<file path="config.mk">
export PLATFORM = sky130hd
export DESIGN_NAME = spi_cmd_controller
export DESIGN_NICKNAME = d
export VERILOG_FILES = /design/src/rtl/spi_cmd_pkg.sv /design/src/rtl/ss_edge_detect.sv /design/src/rtl/spi_cmd_controller.sv
export SDC_FILE = /design/constraint.sdc
export NUM_CORES = 1
export LEC_CHECK = 0
export ABC_AREA = 1
export BUFFER_PORTS_ARGS = -buffer_cell sky130_fd_sc_hd__buf_2
export CAP_MARGIN = 40
export CELL_PAD_IN_SITES_DETAIL_PLACEMENT = 2
export CELL_PAD_IN_SITES_GLOBAL_PLACEMENT = 2
export CORE_UTILIZATION = 30
export CTS_CLUSTER_DIAMETER = 200
export DETAILED_ROUTE_END_ITERATION = 12
export PLACE_DENSITY = 0.85
export SETUP_SLACK_MARGIN = 0.5
export SLEW_MARGIN = 10
export SYNTH_ARGS = -nofsm -noshare
export SYNTH_HDL_FRONTEND = slang
export SYNTH_HIERARCHICAL = 1
export SYNTH_SLANG_ARGS = --single-unit
</file>
<file path="constraint.sdc">
create_clock -name clk -period 1.73 [get_ports clk]
set_clock_uncertainty 0.05 [all_clocks]
set_input_delay 0.0865 -clock clk [delete_from_list [all_inputs] [get_ports clk]]
set_output_delay 0.0865 -clock clk [all_outputs]
set_load 0.02 [all_outputs]
</file>
<file path="src/rtl/spi_cmd_pkg.sv">
// Shared definitions for the SPI command controller.
//   - FSM state encoding
//   - command byte layout (read/write flag bit, address width)
//   - special addresses / values used on the read path
//   - address auto-increment helper
package spi_cmd_pkg;

    // Command byte: bit7 selects read (1) or write (0), bits 6:0 carry the start address.
    localparam int CMD_ADDR_W = 7;
    localparam int CMD_RW_BIT = 7;

    // Read of this address returns the error counter when the counter is built in.
    localparam logic [CMD_ADDR_W-1:0] ERRCNT_ADDR = 7'h7F;

    // Value returned for reads of unimplemented addresses.
    localparam logic [7:0] OOR_READ_VAL = 8'hFF;

    // FSM state encoding
    localparam logic [1:0] ST_IDLE_ENC  = 2'd0;
    localparam logic [1:0] ST_CMD_ENC   = 2'd1;
    localparam logic [1:0] ST_WRITE_ENC = 2'd2;
    localparam logic [1:0] ST_READ_ENC  = 2'd3;

    typedef enum logic [1:0] {
        ST_IDLE  = ST_IDLE_ENC,
        ST_CMD   = ST_CMD_ENC,
        ST_WRITE = ST_WRITE_ENC,
        ST_READ  = ST_READ_ENC
    } state_t;

    // Where the byte loaded into tx_data comes from once a prefetch completes.
    typedef enum logic [1:0] {
        RD_SRC_RAM = 2'd0,
        RD_SRC_OOR = 2'd1,
        RD_SRC_ERR = 2'd2
    } rd_src_t;

    // Auto-increment: wraps at the last implemented register. Addresses above it
    // (out of range) keep counting and roll over naturally from 127 to 0.
    function automatic logic [CMD_ADDR_W-1:0] addr_inc(
        input logic [CMD_ADDR_W-1:0] a,
        input logic [CMD_ADDR_W-1:0] last_addr
    );
        return (a == last_addr) ? '0 : a + CMD_ADDR_W'(1);
    endfunction

endpackage

</file>
<file path="src/rtl/ss_edge_detect.sv">
// Slave-select edge detector.
// Registers the (already synchronised, active-high) frame signal and reports
// its rising and falling edges as single-cycle pulses.
// Ports:
//   clk     in  system clock
//   rst_n   in  asynchronous active-low reset
//   ss_act  in  frame active (1 = selected)
//   ss_rise out 1-cycle pulse on frame start
//   ss_fall out 1-cycle pulse on frame end
module ss_edge_detect (
    input  logic clk,
    input  logic rst_n,
    input  logic ss_act,
    output logic ss_rise,
    output logic ss_fall
);

    logic ss_reg;

    always_ff @(posedge clk or negedge rst_n) begin
        if (!rst_n) begin
            ss_reg <= 1'b0;
        end else begin
            ss_reg <= ss_act;
        end
    end

    assign ss_rise = ss_act & ~ss_reg;
    assign ss_fall = ~ss_act & ss_reg;

endmodule

</file>
<file path="src/rtl/spi_cmd_controller.sv">
// SPI command controller.
// Turns the byte stream of an SS-framed SPI packet into register-file
// accesses. The first byte of each frame is a command (bit7 = read, bits 6:0 =
// start address); subsequent bytes are written to, or read back from,
// consecutive addresses. Read data is prefetched so the SPI slave always has
// the next response byte in tx_data.
// Optional feature: define SPI_CMD_ERRCNT_EN to add an 8-bit saturating error
// counter (err_count port, readable at address 7'h7F when out of range).
// Ports:
//   clk, rst_n          clock, asynchronous active-low reset
//   ss_act              frame active
//   rx_data, rx_valid   received byte and its single-cycle strobe
//   tx_data             next byte to shift out
//   wr_en/addr/data     register-file write port (1-cycle strobe)
//   rd_en/addr, rd_data register-file read port (data 1 cycle after rd_en)
//   err_count           error counter (SPI_CMD_ERRCNT_EN only)
module spi_cmd_controller
    import spi_cmd_pkg::*;
#(
    parameter int DEPTH = 64,
    parameter int AW    = CMD_ADDR_W
) (
    input  logic          clk,
    input  logic          rst_n,
    input  logic          ss_act,
    input  logic [7:0]    rx_data,
    input  logic          rx_valid,
    output logic [7:0]    tx_data,
    output logic          wr_en,
    output logic [AW-1:0] wr_addr,
    output logic [7:0]    wr_data,
    output logic          rd_en,
    output logic [AW-1:0] rd_addr,
    input  logic [7:0]    rd_data
`ifdef SPI_CMD_ERRCNT_EN
    ,
    output logic [7:0]    err_count
`endif
);

    localparam logic [AW-1:0] LAST_ADDR = AW'(DEPTH - 1);
    localparam logic [AW:0]   DEPTH_W   = (AW+1)'(DEPTH);

    state_t        state_reg, state_next;
    logic          ss_rise, ss_fall;

    logic [AW-1:0] addr_reg;
    logic [7:0]    tx_data_reg;
    logic          wr_en_reg;
    logic [AW-1:0] wr_addr_reg;
    logic [7:0]    wr_data_reg;
    logic          rd_en_reg;
    logic [AW-1:0] rd_addr_reg;

    // Two-stage read pipeline: stage 1 is the cycle rd_en is driven,
    // stage 2 is the cycle rd_data is valid and gets loaded into tx_data.
    logic          fetch_valid_reg, cap_valid_reg;
    rd_src_t       fetch_src_reg, cap_src_reg;

    logic          cmd_strobe, wr_strobe, rd_strobe;
    logic          cmd_is_read;
    logic          fetch_req, fetch_in_range, wr_in_range;
    logic [AW-1:0] addr_next, fetch_addr;
    rd_src_t       fetch_src;
    logic [7:0]    cap_value;

    ss_edge_detect u_ss_edge (
        .clk     (clk),
        .rst_n   (rst_n),
        .ss_act  (ss_act),
        .ss_rise (ss_rise),
        .ss_fall (ss_fall)
    );

    // ------------------------------------------------------------------
    // FSM
    // ------------------------------------------------------------------
    always_ff @(posedge clk or negedge rst_n) begin
        if (!rst_n) begin
            state_reg <= ST_IDLE;
        end else begin
            state_reg <= state_next;
        end
    end

    assign cmd_is_read = rx_data[CMD_RW_BIT];

    always_comb begin
        state_next = state_reg;
        cmd_strobe = 1'b0;
        wr_strobe  = 1'b0;
        rd_strobe  = 1'b0;
        // Frame end wins over everything, including a byte arriving in the same cycle.
        if (!ss_act) begin
            state_next = ST_IDLE;
        end else begin
            case (state_reg)
                ST_IDLE: begin
                    if (ss_rise) begin
                        // A byte arriving together with the frame start is the command.
                        if (rx_valid) begin
                            cmd_strobe = 1'b1;
                            state_next = cmd_is_read ? ST_READ : ST_WRITE;
                        end else begin
                            state_next = ST_CMD;
                        end
                    end
                end
                ST_CMD: begin
                    if (rx_valid) begin
                        cmd_strobe = 1'b1;
                        state_next = cmd_is_read ? ST_READ : ST_WRITE;
                    end
                end
                ST_WRITE: wr_strobe = rx_valid;
                ST_READ:  rd_strobe = rx_valid;
                default:  state_next = ST_IDLE;
            endcase
        end
    end

    // ------------------------------------------------------------------
    // Address / prefetch decode
    // ------------------------------------------------------------------
    always_comb begin
        addr_next      = addr_inc(addr_reg, LAST_ADDR);
        fetch_req      = (cmd_strobe && cmd_is_read) || rd_strobe;
        fetch_addr     = cmd_strobe ? rx_data[AW-1:0] : addr_next;
        fetch_in_range = ({1'b0, fetch_addr} < DEPTH_W);
        wr_in_range    = ({1'b0, addr_reg} < DEPTH_W);
        fetch_src      = RD_SRC_RAM;
        if (!fetch_in_range) begin
            fetch_src = RD_SRC_OOR;
`ifdef SPI_CMD_ERRCNT_EN
            if (fetch_addr == ERRCNT_ADDR) begin
                fetch_src = RD_SRC_ERR;
            end
`endif
        end
    end

    // ------------------------------------------------------------------
    // Datapath registers
    // ------------------------------------------------------------------
    always_ff @(posedge clk or negedge rst_n) begin
        if (!rst_n) begin
            addr_reg        <= '0;
            tx_data_reg     <= 8'h00;
            wr_en_reg       <= 1'b0;
            wr_addr_reg     <= '0;
            wr_data_reg     <= 8'h00;
            rd_en_reg       <= 1'b0;
            rd_addr_reg     <= '0;
            fetch_valid_reg <= 1'b0;
            fetch_src_reg   <= RD_SRC_RAM;
            cap_valid_reg   <= 1'b0;
            cap_src_reg     <= RD_SRC_RAM;
        end else begin
            wr_en_reg       <= 1'b0;
            rd_en_reg       <= 1'b0;
            fetch_valid_reg <= fetch_req;
            fetch_src_reg   <= fetch_src;
            // A frame that ends mid-prefetch discards the pending response.
            cap_valid_reg   <= fetch_valid_reg && ss_act;
            cap_src_reg     <= fetch_src_reg;

            if (cap_valid_reg && ss_act) begin
                tx_data_reg <= cap_value;
            end

            if (cmd_strobe) begin
                addr_reg <= rx_data[AW-1:0];
                if (!cmd_is_read) begin
                    tx_data_reg <= 8'h00;
                end
            end else if (wr_strobe || rd_strobe) begin
                addr_reg <= addr_next;
            end

            if (fetch_req && fetch_in_range) begin
                rd_en_reg   <= 1'b1;
                rd_addr_reg <= fetch_addr;
            end

            if (wr_strobe && wr_in_range) begin
                wr_en_reg   <= 1'b1;
                wr_addr_reg <= addr_reg;
                wr_data_reg <= rx_data;
            end
        end
    end

    // ------------------------------------------------------------------
    // Optional error counter
    // ------------------------------------------------------------------
`ifdef SPI_CMD_ERRCNT_EN
    logic [7:0] err_count_reg;
    logic       err_event;

    // Errors: a frame closing before any command byte, a data byte written to
    // an unimplemented register, or a prefetch of one (the counter address
    // itself is a legitimate read and is not counted).
    assign err_event = (ss_fall && (state_reg == ST_CMD))
                     || (wr_strobe && !wr_in_range)
                     || (fetch_req && (fetch_src == RD_SRC_OOR));

    always_ff @(posedge clk or negedge rst_n) begin
        if (!rst_n) begin
            err_count_reg <= 8'h00;
        end else if (err_event && (err_count_reg != 8'hFF)) begin
            err_count_reg <= err_count_reg + 8'd1;
        end
    end

    assign err_count = err_count_reg;
`else
    logic unused_ss_fall;
    assign unused_ss_fall = ss_fall;
`endif

    always_comb begin
        case (cap_src_reg)
            RD_SRC_RAM: cap_value = rd_data;
`ifdef SPI_CMD_ERRCNT_EN
            RD_SRC_ERR: cap_value = err_count_reg;
`endif
            default:    cap_value = OOR_READ_VAL;
        endcase
    end

    assign tx_data = tx_data_reg;
    assign wr_en   = wr_en_reg;
    assign wr_addr = wr_addr_reg;
    assign wr_data = wr_data_reg;
    assign rd_en   = rd_en_reg;
    assign rd_addr = rd_addr_reg;

endmodule

</file>
# Word-level counts from Yosys, hierarchy flattened

Cells that the tools add are included.

$add $sub $neg: 1
$mul: 0
Div/mod/pow operators: 0
Magnitude comparators: 2
Equality and inequality tests: 7
Shift operators: 0
Mux-type cells: 25
Bitwise logic cells: 2
Reductions and logical operators: 11

Operators with widths:

| cell                                                  | count |
|---|---|
| 2-to-1 mux 8 bit                                      | 4 |
| 2-to-1 mux 7 bit                                      | 4 |
| less-than comparator 7 bit, second input constant     | 2 |
| 2-to-1 mux 1 bit                                      | 11 |
| 2-to-1 mux 2 bit                                      | 4 |
| adder 7 x 1 -> 7 bit, second input constant           | 1 |
| == test 7 x 6 -> 1 bit, second input constant         | 1 |
| inequality test 3 bit, second input constant          | 2 |
| logical AND 1 bit                                     | 5 |
| == test 2 bit, second input constant                  | 2 |
| zero test 2 bit                                       | 2 |
| one-hot mux 2 bit (2 select lines)                    | 1 |
| inequality test 3 x 1 -> 1 bit, second input constant | 1 |
| AND reduction 3 bit                                   | 1 |
| == test 2 x 1 -> 1 bit, second input constant         | 1 |
| logical OR 1 bit                                      | 2 |
| one-hot mux 1 bit (2 select lines)                    | 1 |
| nonzero test 2 bit                                    | 1 |
| AND 1 bit                                             | 1 |
| inverter 1 bit                                        | 1 |

Flip-flop bits (word level): 48
Latch bits: 0
Memory bits (writable): 0
Memory bits (read-only): 0
Output and inout bits: 32
Word-level logic and storage cells: 61
Memories kept: 0

# Longest topological paths before layout

Depth in word-level cells: 9
Depth in mapped cells: 12
Depth with buffers taken out: 11

# Modules after synthesis

The synthesis kept the hierarchy.

Modules (own cells, without submodules):

| module             | instances | cells each | area an instance (um2) | seq. area each (um2) |
|---|---|---|---|---|
| spi_cmd_controller | 1         | 231        | 1958.1                 | 1126.1 |
| ss_edge_detect     | 1         | 5          | 40.0                   | 25.0 |

# Least setup slack after synthesis

No wires, ideal clock.

Path kind: register to register
Start point: register u_ss_edge.ss_reg
End point: register rd_addr_reg[0] (netlist: rd_addr[0])
Setup time: 116 ps
Arrival: 1193 ps
Required time: 1564 ps
Setup slack: 370 ps
Cell stages (with the launch flop): 11
Path buffers: 0
Period minus slack after synthesis: 1360 ps
Cells stage by stage: dfrtp_1 > nor2_1 > inv_1 > nand2_1 > nand2_1 > nor2_4 > nand2_1 > nand2_2 > nand2_4 > nand2_1 > nand2_1

Word-level cells in the longest chain between the ends: 8
Elaborated cells on any way between the ends: 10
Those cells by class: order compare: 1; mux: 4; bitwise: 2; reduce/logical: 3

RTL lines:

| element                                                               | line                                                 | RTL |
|---|---|---|
| from (decl)                                                           | ss_edge_detect.sv:18                                 | `logic ss_reg;` |
| from (signal assigned)                                                | ss_edge_detect.sv:24                                 | `ss_reg <= ss_act;` |
| inverter 1 bit *                                                      | ss_edge_detect.sv:28                                 | `assign ss_rise = ss_act & ~ss_reg;` |
| AND 1 bit *                                                           | ss_edge_detect.sv:28                                 |  |
| named net ss_rise                                                     | spi_cmd_controller.sv:45                             | `logic ss_rise, ss_fall;` |
| 2-to-1 mux 1 bit *                                                    | spi_cmd_controller.sv:99                             | `if (ss_rise) begin` |
| one-hot mux 1 bit (2 select lines) *                                  | spi_cmd_controller.sv:97                             | `case (state_reg)` |
| 2-to-1 mux 1 bit *                                                    | spi_cmd_controller.sv:94                             | `if (!ss_act) begin` |
| 2-to-1 mux 7 bit / logical AND 1 bit (equally long branches)          | spi_cmd_controller.sv:128, spi_cmd_controller.sv:127 |  |
| less-than comparator 7 bit / logical OR 1 bit (equally long branches) | spi_cmd_controller.sv:129, spi_cmd_controller.sv:127 |  |
| logical AND 1 bit                                                     | spi_cmd_controller.sv:180                            | `if (fetch_req && fetch_in_range) begin` |
| to (signal assigned)                                                  | spi_cmd_controller.sv:182                            | `rd_addr_reg <= fetch_addr;` |
| to (decl)                                                             | spi_cmd_controller.sv:53                             | `logic [AW-1:0] rd_addr_reg;` |

Mark *: on every way through the listed nets, which the timed path passes. The rest lies on a longest branch.
A chain may end at the register's enable or synchronous reset.

# Worst setup path after layout

Start point: register addr_reg[0]
End point: register rd_addr_reg[4] (netlist: rd_addr[4])

Word-level cells in the longest chain between the ends: 5
Elaborated cells on any way between the ends: 6
Those cells by class: add/sub: 1; order compare: 1; eq/ne: 1; mux: 2; reduce/logical: 1

RTL lines:

| element                                                               | line                      | RTL |
|---|---|---|
| from (decl)                                                           | spi_cmd_controller.sv:47  | `logic [AW-1:0] addr_reg;` |
| from (signal assigned)                                                | spi_cmd_controller.sv:172 | `addr_reg <= rx_data[AW-1:0];` |
| from (signal assigned)                                                | spi_cmd_controller.sv:177 | `addr_reg <= addr_next;` |
| adder 7 x 1 -> 7 bit / == test 7 x 6 -> 1 bit (equally long branches) | spi_cmd_pkg.sv:44         | `return (a == last_addr) ? '0 : a + CMD_ADDR_W'(1);` |
| 2-to-1 mux 7 bit *                                                    | spi_cmd_pkg.sv:44         |  |
| 2-to-1 mux 7 bit *                                                    | spi_cmd_controller.sv:128 | `fetch_addr = cmd_strobe ? rx_data[AW-1:0] : addr_next;` |
| less-than comparator 7 bit                                            | spi_cmd_controller.sv:129 | `fetch_in_range = ({1'b0, fetch_addr} < DEPTH_W);` |
| logical AND 1 bit                                                     | spi_cmd_controller.sv:180 |  |

Mark *: on every way between the ends. The rest lies on a longest branch, timed or not.

==> summary.md <==
| Metric | Value |
|---|---|
| Outcome | finished, final reports clean |
| Filler Cell Count | just under 700 |
| P&R area growth vs syn | 59.2% |
| Post-Syn Instances | between 200 and 250 |
| Fin. max-slew vios | 0 |
| Pwr dens | about 1500 mW/mm² |
| Crit path max fanout | 3 |
| Max Fclk | about 620 MHz |
| Yosys warns | 6 |
| Clock tree buffer depth | 2 |
| Clock transition at the registers of the reported paths | about 0.09 ns |
| CP max stage cell | dfrtp_1 |
| Largest net degree at the start of global routing | between 40 and 50 |
| Worst setup SP type | flop |
| Avg Synthesized Cell Area | between 8 and 9 µm² |
| Worst path bufs/invs | 2 |
| Worst Path Arrival | 1.80 ns |
| Final hold vios | 0 |
| Starting Density | between 30% and 40% |
| # rows | 29 |
| Post-layout min period | between 1.5 and 2 ns |
| DR WL/cell | about 22 µm |
| RSZ-0062 raised after global routing | yes |
| M2 GR Usage | about two fifths |
| Worst-Margin Slew | 0.614 ns |
| Core Box Area | 0.00639 mm² |
| Boundary pin count | 52 |
| IO buf count | 51 |
| Number of global-route vias before repair | roughly 2,200 |
| Post-route clock period utilization | between 90% and 100% |
| Vias per cell | 5.07 |
| Layout cell share with drive strength beyond 1 | between 50% and 60% |
| Chip width | between 80 and 90 µm |
| R2R Setup Slk | about 0.12 ns |
| Via count | 2,040 |
| DR pass1 iterations | 4 |
| Number of max-cap violations | 0 |
| Multi-input logic area | roughly 0.0011 mm² |
| Mapped Area | about 0.002 mm² |
| Final setup violation count | 0 |
| Worst min path class | in2reg |
| Slew margin rel. | 59.1% |
| Clk root buf | clkbuf_8 |
| Final Util | between 40% and 50% |
| Worst path cell trace | ha_2, nand2_2, nor2_4, buf_4, buf_4, nand2_1, nand3_2, nand2_2, nand3_1, nand2_1 |
| Grt peak-use layer | met2 |
| Skew-Pair Late Insertion Delay | around 0.31 ns |
| Met3 Usage GRT | around 4.4% |
| Die area | between 0.006 and 0.007 mm² |
| GP Congestion | 0.802 |
| Antenna Nets Post-Route | 0 |
| Nets | 345 |
| DRT iter0 DRCs | between 50 and 60 |
| CP Class | reg2reg |
| Post-route DRC | 0 |
| Die Y | roughly 83 µm |
| Leak | roughly 1.6 nW |
| Crit path max-delay family | simple AND/OR/NAND/NOR gates |
| Global-route met1 utilization | between 20% and 30% |
| Global-route wire length before repair | 11.8 mm |
| CTS tree | yes |
| Total grt overflow | 0 |
| Worst path max stage delay | roughly 0.4 ns |
| Initial antenna violation count | 0 |
| CTS Buf Count | 5 |
| GRT Resource Usage Total | between 20 and 25% |
| Final wirelength | 8.69 mm |
| Setup TNS | 0 ns |
| Synthesized Nets | roughly 260 |
| Critical Path Sink Type | flop |
| Diode count | 0 |
| Worst path required time | 1.92 ns |
| Register area | between 0.001 and 0.0015 mm² |
| DP HPWL | ~4.1 mm |
| Max VDD drop | roughly 0.00073 V |
| CTS Sinks | between 40 and 50 |
| H-Tree Depth | 2 |
[repair_timing]
item                                   CTS  global route
buffers inserted                        11            13
endpoints found under the hold margin   52             0
cloned                                   0             1
pin swaps                               12            28
resized for setup                       36            79
setup endpoints to repair               40            38
hold buffers                             7             0
[worst paths after layout]
path,startpoint,to,depth (start not counted)
worst max register to register,addr_reg[0],rd_addr[4],10
worst min-delay path,ss_act,cap_valid_reg,3
worst max-delay path,addr_reg[0],rd_addr[4],10
max in group asynchronous,rst_n,addr_reg[6],3
min in group asynchronous,rst_n,wr_data[2],3
worst min register to register,fetch_src_reg[0],cap_src_reg[0],0
[per-stage QoR]
| stage | std cells | setup slack [ns] | power, mW | instance area (µm²) | hold slack [ns] |
|---|---|---|---|---|---|
| final | 402 | 0.124 | 4.86 | 3170 | 0.0167 |
| after global routing | 402 | 0.0638 | 5.10 | 3170 | 0.0301 |
| after CTS | 388 | 0.268 | 4.29 | 2790 | 0.00929 |
| after detailed placement | 362 | 0.120 | 3.08 | 2360 | 0.184 |
| after global placement | 362 | 0.206 | 3.00 | 2360 | 0.174 |
| after floorplan | 234 | 0.405 | 2.52 | 2000 | -0.259 |
[tightest hold or removal path: cells and delay by family]
family / cells / cell delay (ns)
buffers and inverters: 2 / 0.19
and+or+nand+nor: 1 / 0.07
[power breakdown]
group | internal, mW | switching, mW | leakage (nW)
sequential | 1.43 | 0.345 | 0.601
combinational | 0.761 | 1.31 | 0.941
clock | 0.616 | 0.390 | 0.0714
[routing by layer]
layer | wire length, µm | vias up | share of wire (%)
li1 | - | 916 | -
met4 | 394 | 0 | 4.5
met2 | 4740 | 59 | 55
met5 | 0 | - | 0
met1 | 3280 | 1038 | 38
met3 | 275 | 27 | 3.2
[cells in the final DEF, fill, tap and decap left out, drive strengths merged]
cell and instances:
nor2 13, bufinv 2, clkbuf 7, nand2 98
ha 1, xor2 1, dfrtp 46, dlygate4sd3 7
nand3 10, inv 23, nand4 1, buf 79
a21oi 10, o21ai 27
[final cells by class]
type	instances	area share (%)
flip-flops and latches	46	36.4
multi-input cells	161	33.5
repair buffers	87	19.8
well taps	77	3.04
inverters	23	2.80
clock buffers	6	2.61
clock inverters	2	1.89
(Power assumes the default switching activity.)
